$ cat src/rtl/cl_ocl_axil_if.sv
// AXI-Lite bundle for the OCL register window: five channels, 32-bit address and data.
// The master drives valids, addresses, write data and ready on responses; the slave the rest.
interface cl_ocl_axil_if;
  logic        awvalid;
  logic [31:0] awaddr;
  logic        awready;

  logic        wvalid;
  logic [31:0] wdata;
  logic [3:0]  wstrb;
  logic        wready;

  logic        bvalid;
  logic [1:0]  bresp;
  logic        bready;

  logic        arvalid;
  logic [31:0] araddr;
  logic        arready;

  logic        rvalid;
  logic [31:0] rdata;
  logic [1:0]  rresp;
  logic        rready;

  modport master (
    output awvalid, awaddr, wvalid, wdata, wstrb, bready, arvalid, araddr, rready,
    input  awready, wready, bvalid, bresp, arready, rvalid, rdata, rresp
  );

  modport slave (
    input  awvalid, awaddr, wvalid, wdata, wstrb, bready, arvalid, araddr, rready,
    output awready, wready, bvalid, bresp, arready, rvalid, rdata, rresp
  );
endinterface

$ cat src/rtl/cl_ocl_axil_regfile.sv
// Four-register AXI-Lite slave: HELLO scratch, virtual LEDs, virtual DIPs, free-running cycle
// counter. Independent single-outstanding read and write engines.
module cl_ocl_axil_regfile #(
  parameter logic [31:0] UNIMPL_VALUE = 32'hDEAD_BEEF,
  parameter logic [31:0] BASE_ADDR    = 32'h0000_0500
) (
  input  logic                clk_main_a0,
  input  logic                rst_main_n_sync,
  cl_ocl_axil_if.slave        axil,
  input  logic [15:0]         sh_cl_status_vdip,
  output logic [15:0]         cl_sh_status_vled
);

  localparam logic [1:0] W_IDLE = 2'd0;
  localparam logic [1:0] W_DATA = 2'd1;
  localparam logic [1:0] W_RESP = 2'd2;

  localparam logic R_IDLE = 1'b0;
  localparam logic R_DATA = 1'b1;

  localparam logic [1:0] RespOkay   = 2'b00;
  localparam logic [1:0] RespSlverr = 2'b10;

  localparam logic [1:0] SelHello = 2'd0;
  localparam logic [1:0] SelVled  = 2'd1;
  localparam logic [1:0] SelVdip  = 2'd2;
  localparam logic [1:0] SelCycle = 2'd3;

  localparam logic [29:0] BaseWord = BASE_ADDR[31:2];

  // {mapped, register index}; the word offset wraps, so only offsets 0..3 land in the window.
  function automatic logic [2:0] decode(input logic [31:0] addr);
    logic [29:0] off;
    off = addr[31:2] - BaseWord;
    return {(off < 30'd4), off[1:0]};
  endfunction

  // Write engine state
  logic [1:0]  wstate_q, wstate_d;
  logic [2:0]  wsel_q, wsel_d;
  logic [1:0]  bresp_q, bresp_d;

  // Register contents
  logic [31:0] hello_q, hello_d;
  logic [15:0] vled_q, vled_d;
  logic [15:0] vdip_q, vdip_d;
  logic [31:0] cycle_q, cycle_d;

  // Read engine state
  logic        rstate_q, rstate_d;
  logic [31:0] rdata_q, rdata_d;
  logic [1:0]  rresp_q, rresp_d;

  // Read mux
  logic [2:0]  rd_sel;
  logic [31:0] rd_word;
  logic [1:0]  rd_resp;

  // ---------------------------------------------------------------------------------------
  // Write path
  // ---------------------------------------------------------------------------------------
  always_comb begin
    wstate_d = wstate_q;
    wsel_d   = wsel_q;
    bresp_d  = bresp_q;
    hello_d  = hello_q;
    vled_d   = vled_q;
    cycle_d  = cycle_q + 32'd1;

    unique case (wstate_q)
      W_IDLE: begin
        if (axil.awvalid) begin
          wsel_d   = decode(axil.awaddr);
          wstate_d = W_DATA;
        end
      end
      W_DATA: begin
        if (axil.wvalid) begin
          wstate_d = W_RESP;
          bresp_d  = RespOkay;
          if (!wsel_q[2]) begin
            bresp_d = RespSlverr;
          end else begin
            unique case (wsel_q[1:0])
              SelHello: begin
                for (int i = 0; i < 4; i++) begin
                  if (axil.wstrb[i]) hello_d[8*i +: 8] = axil.wdata[8*i +: 8];
                end
              end
              SelVled: begin
                // Upper half of VLED does not exist; bytes 2-3 are dropped.
                for (int i = 0; i < 2; i++) begin
                  if (axil.wstrb[i]) vled_d[8*i +: 8] = axil.wdata[8*i +: 8];
                end
              end
              SelVdip: bresp_d = RespSlverr;
              SelCycle: cycle_d = '0;
              default: ;
            endcase
          end
        end
      end
      W_RESP: begin
        if (axil.bready) begin
          wstate_d = W_IDLE;
          bresp_d  = RespOkay;
        end
      end
      default: wstate_d = W_IDLE;
    endcase
  end

  assign vdip_d = sh_cl_status_vdip;

  // ---------------------------------------------------------------------------------------
  // Read path
  // ---------------------------------------------------------------------------------------
  always_comb begin
    rd_sel  = decode(axil.araddr);
    rd_word = UNIMPL_VALUE;
    rd_resp = RespSlverr;
    if (rd_sel[2]) begin
      rd_resp = RespOkay;
      unique case (rd_sel[1:0])
        SelHello: rd_word = {hello_q[7:0], hello_q[15:8], hello_q[23:16], hello_q[31:24]};
        SelVled:  rd_word = {16'h0000, vled_q};
        SelVdip:  rd_word = {16'h0000, vdip_q};
        SelCycle: rd_word = cycle_q;
        default:  rd_word = UNIMPL_VALUE;
      endcase
    end
  end

  always_comb begin
    rstate_d = rstate_q;
    rdata_d  = rdata_q;
    rresp_d  = rresp_q;

    unique case (rstate_q)
      R_IDLE: begin
        if (axil.arvalid) begin
          rstate_d = R_DATA;
          rdata_d  = rd_word;
          rresp_d  = rd_resp;
        end
      end
      R_DATA: begin
        if (axil.rready) begin
          rstate_d = R_IDLE;
          rdata_d  = '0;
          rresp_d  = RespOkay;
        end
      end
      default: rstate_d = R_IDLE;
    endcase
  end

  // ---------------------------------------------------------------------------------------
  // State
  // ---------------------------------------------------------------------------------------
  always_ff @(posedge clk_main_a0) begin
    if (!rst_main_n_sync) begin
      wstate_q <= W_IDLE;
      wsel_q   <= '0;
      bresp_q  <= RespOkay;
      hello_q  <= '0;
      vled_q   <= '0;
      vdip_q   <= '0;
      cycle_q  <= '0;
      rstate_q <= R_IDLE;
      rdata_q  <= '0;
      rresp_q  <= RespOkay;
    end else begin
      wstate_q <= wstate_d;
      wsel_q   <= wsel_d;
      bresp_q  <= bresp_d;
      hello_q  <= hello_d;
      vled_q   <= vled_d;
      vdip_q   <= vdip_d;
      cycle_q  <= cycle_d;
      rstate_q <= rstate_d;
      rdata_q  <= rdata_d;
      rresp_q  <= rresp_d;
    end
  end

  // Address readies drop combinationally with reset so nothing is accepted while it is held.
  assign axil.awready = rst_main_n_sync && (wstate_q == W_IDLE);
  assign axil.wready  = (wstate_q == W_DATA);
  assign axil.bvalid  = (wstate_q == W_RESP);
  assign axil.bresp   = bresp_q;

  assign axil.arready = rst_main_n_sync && (rstate_q == R_IDLE);
  assign axil.rvalid  = (rstate_q == R_DATA);
  assign axil.rdata   = rdata_q;
  assign axil.rresp   = rresp_q;

  assign cl_sh_status_vled = vled_q;

endmodule
$ cat src/flat_wrapper.sv
// flat-port wrapper written by rule: the top's interface ports become plain ports
module cl_ocl_axil_regfile_flat 
#(
  parameter logic [31:0] UNIMPL_VALUE = 32'hDEAD_BEEF,
  parameter logic [31:0] BASE_ADDR    = 32'h0000_0500
)
  (clk_main_a0, rst_main_n_sync, sh_cl_status_vdip, cl_sh_status_vled, axil_awvalid, axil_awaddr, axil_wvalid, axil_wdata, axil_wstrb, axil_bready, axil_arvalid, axil_araddr, axil_rready, axil_awready, axil_wready, axil_bvalid, axil_bresp, axil_arready, axil_rvalid, axil_rdata, axil_rresp);
  cl_ocl_axil_if axil_i ();
  input  logic clk_main_a0;
  input  logic rst_main_n_sync;
  input  logic [15:0] sh_cl_status_vdip;
  output logic [15:0] cl_sh_status_vled;
  input wire logic [$bits(axil_i.awvalid)-1:0] axil_awvalid;
  input wire logic [$bits(axil_i.awaddr)-1:0] axil_awaddr;
  input wire logic [$bits(axil_i.wvalid)-1:0] axil_wvalid;
  input wire logic [$bits(axil_i.wdata)-1:0] axil_wdata;
  input wire logic [$bits(axil_i.wstrb)-1:0] axil_wstrb;
  input wire logic [$bits(axil_i.bready)-1:0] axil_bready;
  input wire logic [$bits(axil_i.arvalid)-1:0] axil_arvalid;
  input wire logic [$bits(axil_i.araddr)-1:0] axil_araddr;
  input wire logic [$bits(axil_i.rready)-1:0] axil_rready;
  output wire logic [$bits(axil_i.awready)-1:0] axil_awready;
  output wire logic [$bits(axil_i.wready)-1:0] axil_wready;
  output wire logic [$bits(axil_i.bvalid)-1:0] axil_bvalid;
  output wire logic [$bits(axil_i.bresp)-1:0] axil_bresp;
  output wire logic [$bits(axil_i.arready)-1:0] axil_arready;
  output wire logic [$bits(axil_i.rvalid)-1:0] axil_rvalid;
  output wire logic [$bits(axil_i.rdata)-1:0] axil_rdata;
  output wire logic [$bits(axil_i.rresp)-1:0] axil_rresp;
  assign axil_i.awvalid = axil_awvalid;
  assign axil_i.awaddr = axil_awaddr;
  assign axil_i.wvalid = axil_wvalid;
  assign axil_i.wdata = axil_wdata;
  assign axil_i.wstrb = axil_wstrb;
  assign axil_i.bready = axil_bready;
  assign axil_i.arvalid = axil_arvalid;
  assign axil_i.araddr = axil_araddr;
  assign axil_i.rready = axil_rready;
  assign axil_awready = axil_i.awready;
  assign axil_wready = axil_i.wready;
  assign axil_bvalid = axil_i.bvalid;
  assign axil_bresp = axil_i.bresp;
  assign axil_arready = axil_i.arready;
  assign axil_rvalid = axil_i.rvalid;
  assign axil_rdata = axil_i.rdata;
  assign axil_rresp = axil_i.rresp;
  cl_ocl_axil_regfile #(.UNIMPL_VALUE(UNIMPL_VALUE), .BASE_ADDR(BASE_ADDR)) u_core (.clk_main_a0(clk_main_a0), .rst_main_n_sync(rst_main_n_sync), .axil(axil_i), .sh_cl_status_vdip(sh_cl_status_vdip), .cl_sh_status_vled(cl_sh_status_vled));
endmodule
$ cat config.mk
export PLATFORM = sky130hd
export DESIGN_NAME = cl_ocl_axil_regfile_flat
export DESIGN_NICKNAME = d
export VERILOG_FILES = /design/src/rtl/cl_ocl_axil_if.sv /design/src/rtl/cl_ocl_axil_regfile.sv /design/src/flat_wrapper.sv
export SDC_FILE = /design/constraint.sdc
export NUM_CORES = 1
export LEC_CHECK = 0
export ABC_AREA = 1
export BUFFER_PORTS_ARGS = -buffer_cell sky130_fd_sc_hd__buf_2
export CAP_MARGIN = 20
export CORE_ASPECT_RATIO = 1.1
export CORE_MARGIN = 8
export CORE_UTILIZATION = 33
export CTS_BUF_LIST = sky130_fd_sc_hd__clkbuf_4 sky130_fd_sc_hd__clkbuf_8 sky130_fd_sc_hd__clkbuf_16
export CTS_CLUSTER_SIZE = 28
export DETAILED_ROUTE_END_ITERATION = 12
export GPL_ROUTABILITY_DRIVEN = 1
export HOLD_SLACK_MARGIN = 0.15
export PLACE_DENSITY = 0.64
export SYNTH_ARGS = -nofsm -noshare
export SYNTH_HDL_FRONTEND = slang
export SYNTH_SLANG_ARGS = --single-unit
$ cat constraint.sdc
create_clock -name clk_main_a0 -period 6.1 [get_ports clk_main_a0]
set_clock_uncertainty 0.2 [all_clocks]
set_input_delay 1.83 -clock clk_main_a0 [delete_from_list [all_inputs] [get_ports clk_main_a0]]
set_output_delay 1.83 -clock clk_main_a0 [all_outputs]
set_load 0.05 [all_outputs]
==> impl_metrics.xml <==
<?xml version="1.0" encoding="UTF-8"?>
<metrics>
  <group name="floorplan">
    <metric name="die_x" unit="um">151</metric>
    <metric name="core_area" unit="sq um">19700</metric>
    <metric name="ios" unit="">180</metric>
    <metric name="placementRows" unit="">54</metric>
    <metric name="die_footprint" unit="sq um">24800</metric>
    <metric name="floorplan.initialDensity" unit="%">33.5</metric>
    <metric name="die-height" unit="um">164</metric>
  </group>
  <group name="placement">
    <metric name="globalplace.congestion" unit="">0.867</metric>
    <metric name="portBuffers" unit="">173</metric>
    <metric name="post-dp-hpwl" unit="mm">16.2</metric>
  </group>
  <group name="timing">
    <metric name="setup_viol" unit="">0</metric>
    <metric name="setup_tns" unit="ps">0</metric>
    <metric name="setup_repair_after_global_routing_missed_its_margin" unit="">no</metric>
    <metric name="fmax" unit="MHz">213</metric>
    <metric name="worst_margin_slew" unit="ps">992</metric>
    <metric name="post_layout_min_period" unit="ps">4710</metric>
    <metric name="max_slew_margin" unit="%">33.6</metric>
    <metric name="timing.final.max_slew_violations" unit="">0</metric>
    <metric name="finalCritPeriodShare" unit="%">77.1</metric>
    <metric name="report.final.hold_viol_count" unit="">0</metric>
    <metric name="fin_worst_hold_slack" unit="ps">259</metric>
  </group>
  <group name="setup_path">
    <metric name="worst_path_dominant_cell_family" unit="">buffers and inverters</metric>
    <metric name="r2r-start" unit="">u_core.wsel_q[0]</metric>
    <metric name="worstPathRequired" unit="ps">4070</metric>
    <metric name="critical_path.max_fanout" unit="">26</metric>
    <metric name="crit_start" unit="">rst_main_n_sync</metric>
    <metric name="reg2reg_depth" unit="">5</metric>
    <metric name="crit_top_cell" unit="">sky130_fd_sc_hd__buf_2</metric>
    <metric name="setup.worst_path.end_class" unit="">primary output</metric>
    <metric name="slowest_library_cell_on_the_worst_path" unit="">sky130_fd_sc_hd__buf_2</metric>
    <metric name="worst-path-buf-inv" unit="">3</metric>
    <metric name="worst-endpoint-arrival" unit="ps">2680</metric>
    <metric name="cp_cell_sequence" unit="">buf_2 -&gt; inv_1 -&gt; nor2_1 -&gt; buf_2</metric>
    <metric name="cpPeakStageDelay" unit="ps">360</metric>
    <metric name="crit_type" unit="">in -&gt; out</metric>
    <metric name="critical_path.startpoint_type" unit="">input pin</metric>
    <metric name="worst_r2r_endpoint" unit="">u_core.hello_q[22]</metric>
    <metric name="setup.reg_to_reg.worst_slack" unit="ps">3710</metric>
  </group>
  <group name="grt">
    <metric name="wire_length_of_the_first_global_routing_pass" unit="mm">33.0</metric>
    <metric name="globalRouteOverflowTotal" unit="">0</metric>
    <metric name="grt_antenna_before_repair" unit="">0</metric>
    <metric name="grt_use_total" unit="%">16.9</metric>
    <metric name="grt_start_max_net_pins" unit="">48</metric>
    <metric name="first_global_vias" unit="">6491</metric>
  </group>
  <group name="synth">
    <metric name="synth_warnings" unit="">0</metric>
    <metric name="top_cell_types_by_occurrence_after_synthesis" unit="">192 x sky130_fd_sc_hd__nand2_1, 186 x sky130_fd_sc_hd__nor2_1, 136 x sky130_fd_sc_hd__dfxtp_1</metric>
    <metric name="synthFlopType" unit="">sky130_fd_sc_hd__dfxtp_1</metric>
    <metric name="synth.ff_latch_count" unit="">136</metric>
    <metric name="fraction_of_synthesized_cell_area_taken_by_the_top_area_cell_type" unit="%">41.2</metric>
    <metric name="ys_top_cells_by_area" unit="">sky130_fd_sc_hd__dfxtp_1 41%, sky130_fd_sc_hd__nand2_1 11%, sky130_fd_sc_hd__nor2_1 11%</metric>
    <metric name="yosysMostFrequentCell" unit="">sky130_fd_sc_hd__nand2_1</metric>
    <metric name="synth_area_leader_cell" unit="">sky130_fd_sc_hd__dfxtp_1</metric>
    <metric name="syn_area" unit="sq um">6610</metric>
    <metric name="yosys.cell_types.count" unit="">48</metric>
    <metric name="share_of_synthesized_registers_carrying_an_async_set_or_reset" unit="%">0</metric>
    <metric name="post_synth.cell_area_avg" unit="sq um">6.75</metric>
    <metric name="post_synth_inst_count" unit="">980</metric>
    <metric name="synth-seq-area-share" unit="%">41.2</metric>
    <metric name="synth_enable_flop_cells" unit="">0</metric>
  </group>
  <group name="cts">
    <metric name="number_of_buffers_inserted_during_clock_tree_synthesis" unit="">17</metric>
    <metric name="tritoncts_num_sinks" unit="">136</metric>
    <metric name="clockBufferDepth" unit="">2</metric>
    <metric name="clock_latency" unit="ps">420</metric>
    <metric name="clock-root-buffer" unit="">sky130_fd_sc_hd__clkbuf_16</metric>
    <metric name="h-tree-depth" unit="">4</metric>
    <metric name="postCtsHoldBufs" unit="">0</metric>
    <metric name="path_clk_slew" unit="ps">50</metric>
    <metric name="cts_post_setup_buffers_inserted" unit="">0</metric>
    <metric name="cts_repair_resize_count" unit="">0</metric>
    <metric name="tritoncts" unit="">yes</metric>
  </group>
  <group name="status">
    <metric name="status" unit="">finished, final reports clean</metric>
  </group>
  <group name="route">
    <metric name="via_per_inst" unit="">4.92</metric>
    <metric name="drtPass1Iterations" unit="">5</metric>
    <metric name="wire_per_inst" unit="um">15.0</metric>
    <metric name="detailedRoute.firstIterationViolations" unit="">507</metric>
    <metric name="drt_drc_violations_left" unit="">0</metric>
    <metric name="routed-via-count" unit="">6938</metric>
    <metric name="finalWirelength" unit="mm">21.2</metric>
    <metric name="antenna_violating_nets_post_route" unit="">0</metric>
  </group>
  <group name="cells_and_area">
    <metric name="layout-drive-gt1-share" unit="%">20.0</metric>
    <metric name="fillerInstances" unit="">2082</metric>
    <metric name="flow.area_growth_from_synthesis" unit="%">24.9</metric>
    <metric name="antennaDiodeCount" unit="">0</metric>
    <metric name="design.final.nets" unit="">1274</metric>
  </group>
  <group name="hold_path">
    <metric name="hold-path-cell-count" unit="">2</metric>
    <metric name="holdPathEnd" unit="">u_core.axil.rdata[29]</metric>
    <metric name="hp-class" unit="">reg -&gt; reg</metric>
    <metric name="holdCritStartpoint" unit="">u_core.axil.rdata[29]</metric>
  </group>
  <group name="run">
    <metric name="max_cap_violations" unit="">0</metric>
  </group>
  <group name="pwr">
    <metric name="power-per-cell-area" unit="nW/um^2">278</metric>
    <metric name="peak_supply_drop" unit="uV">202</metric>
    <metric name="power.static_leakage" unit="nW">3.67</metric>
  </group>
</metrics>
## cell families after synthesis
| logic type | count (synthesis) | share of synthesized area, % |
|---|---|---|
| AOI/OAI and AO/OA | 229 | 18.8 |
| xor gates and xnor gates | 6 | 0.795 |
| adders and majority gates | 5 | 0.946 |
| buffers and inverters | 135 | 8.02 |
| DFF | 136 | 41.2 |
| other | 1 | 0.0567 |
| and+or+nand+nor | 468 | 30.2 |
## flip-flops by register name, indices dropped and copies added (netlist names)
register / cells
u_core.cycle_q: 32
u_core.axil.rresp: 1
u_core.wsel_q: 3
u_core.axil.bresp: 1
u_core.hello_q: 32
u_core.axil.rdata: 32
u_core.cl_sh_status_vled: 16
u_core.vdip_q: 16
u_core.axil.rvalid: 1
u_core.wstate_q: 2
## per-layer routing
layer  vias to the layer above  global-route usage [%]  part of all wire (%)
li1                       3555                       -                     -
met1                      3119                    21.9                    45
met3                        16                    4.63                   9.2
met4                         0                    5.36                   1.2
met5                         -                       0                     0
met2                       248                    26.6                    45
## how the worst max path moves through the flow
stage,endpoint,slack [ps],cells after the start
finish,axil_arready,1390,4
global route,axil_arready,1280,4
CTS,axil_arready,1390,4
detailed placement,axil_arready,1390,4
global placement,axil_arready,1400,4
floorplan,axil_arready,1090,4
## power by group
group / switching (mW) / leakage, nW / internal [mW] / total, mW
sequential: 0.0205 / 1.11 / 0.923 / 0.944
clock: 0.374 / 0.285 / 0.607 / 0.980
combinational: 0.267 / 2.28 / 0.108 / 0.375
## final cells by class
class | count | area [sq um] | area share, %
multi-input cells | 710 | 3360 | 40.7
flip-flops and latches | 136 | 2720 | 33.0
repair buffers | 179 | 911 | 11.0
clock buffers | 23 | 495 | 6.00
inverters | 102 | 383 | 4.63
well taps | 252 | 315 | 3.82
clock inverters | 8 | 71.3 | 0.863
## per-stage QoR
stage	std cells	power [mW]	area, sq um	util (%)	worst slack [ps]
after floorplan	981	1.22	6620	-	1090
after detailed placement	1379	1.34	7690	39.0	1390
final	1410	2.30	8260	41.9	1390
after global placement	1379	1.33	7690	39.0	1400
after global routing	1410	2.40	8260	41.9	1280
after CTS	1410	2.31	8260	41.9	1390
## worst min-delay path, cell delays in order (launching register included)
cell	delay [ps]
sky130_fd_sc_hd__dfxtp_1	300
sky130_fd_sc_hd__nand2_1	50
sky130_fd_sc_hd__a21oi_1	50
## placed cells by master (no fill, tap or decap), types with 5 or more instances in the layout
cell type | Yosys | layout
sky130_fd_sc_hd__nand2_1 | 192 | 192
sky130_fd_sc_hd__nor2_1 | 186 | 186
sky130_fd_sc_hd__buf_2 | 1 | 173
sky130_fd_sc_hd__dfxtp_1 | 136 | 136
sky130_fd_sc_hd__o21ai_0 | 105 | 105
sky130_fd_sc_hd__inv_1 | 98 | 98
sky130_fd_sc_hd__a21oi_1 | 83 | 83
sky130_fd_sc_hd__nand3_1 | 26 | 26
sky130_fd_sc_hd__nand4_1 | 22 | 22
sky130_fd_sc_hd__clkbuf_16 | 0 | 17
sky130_fd_sc_hd__nor3_1 | 16 | 16
sky130_fd_sc_hd__a31oi_1 | 11 | 11
sky130_fd_sc_hd__a22oi_1 | 10 | 10
sky130_fd_sc_hd__buf_4 | 2 | 6
sky130_fd_sc_hd__ha_1 | 5 | 5
sky130_fd_sc_hd__clkinv_2 | 0 | 5
(Power assumes the default switching activity.)
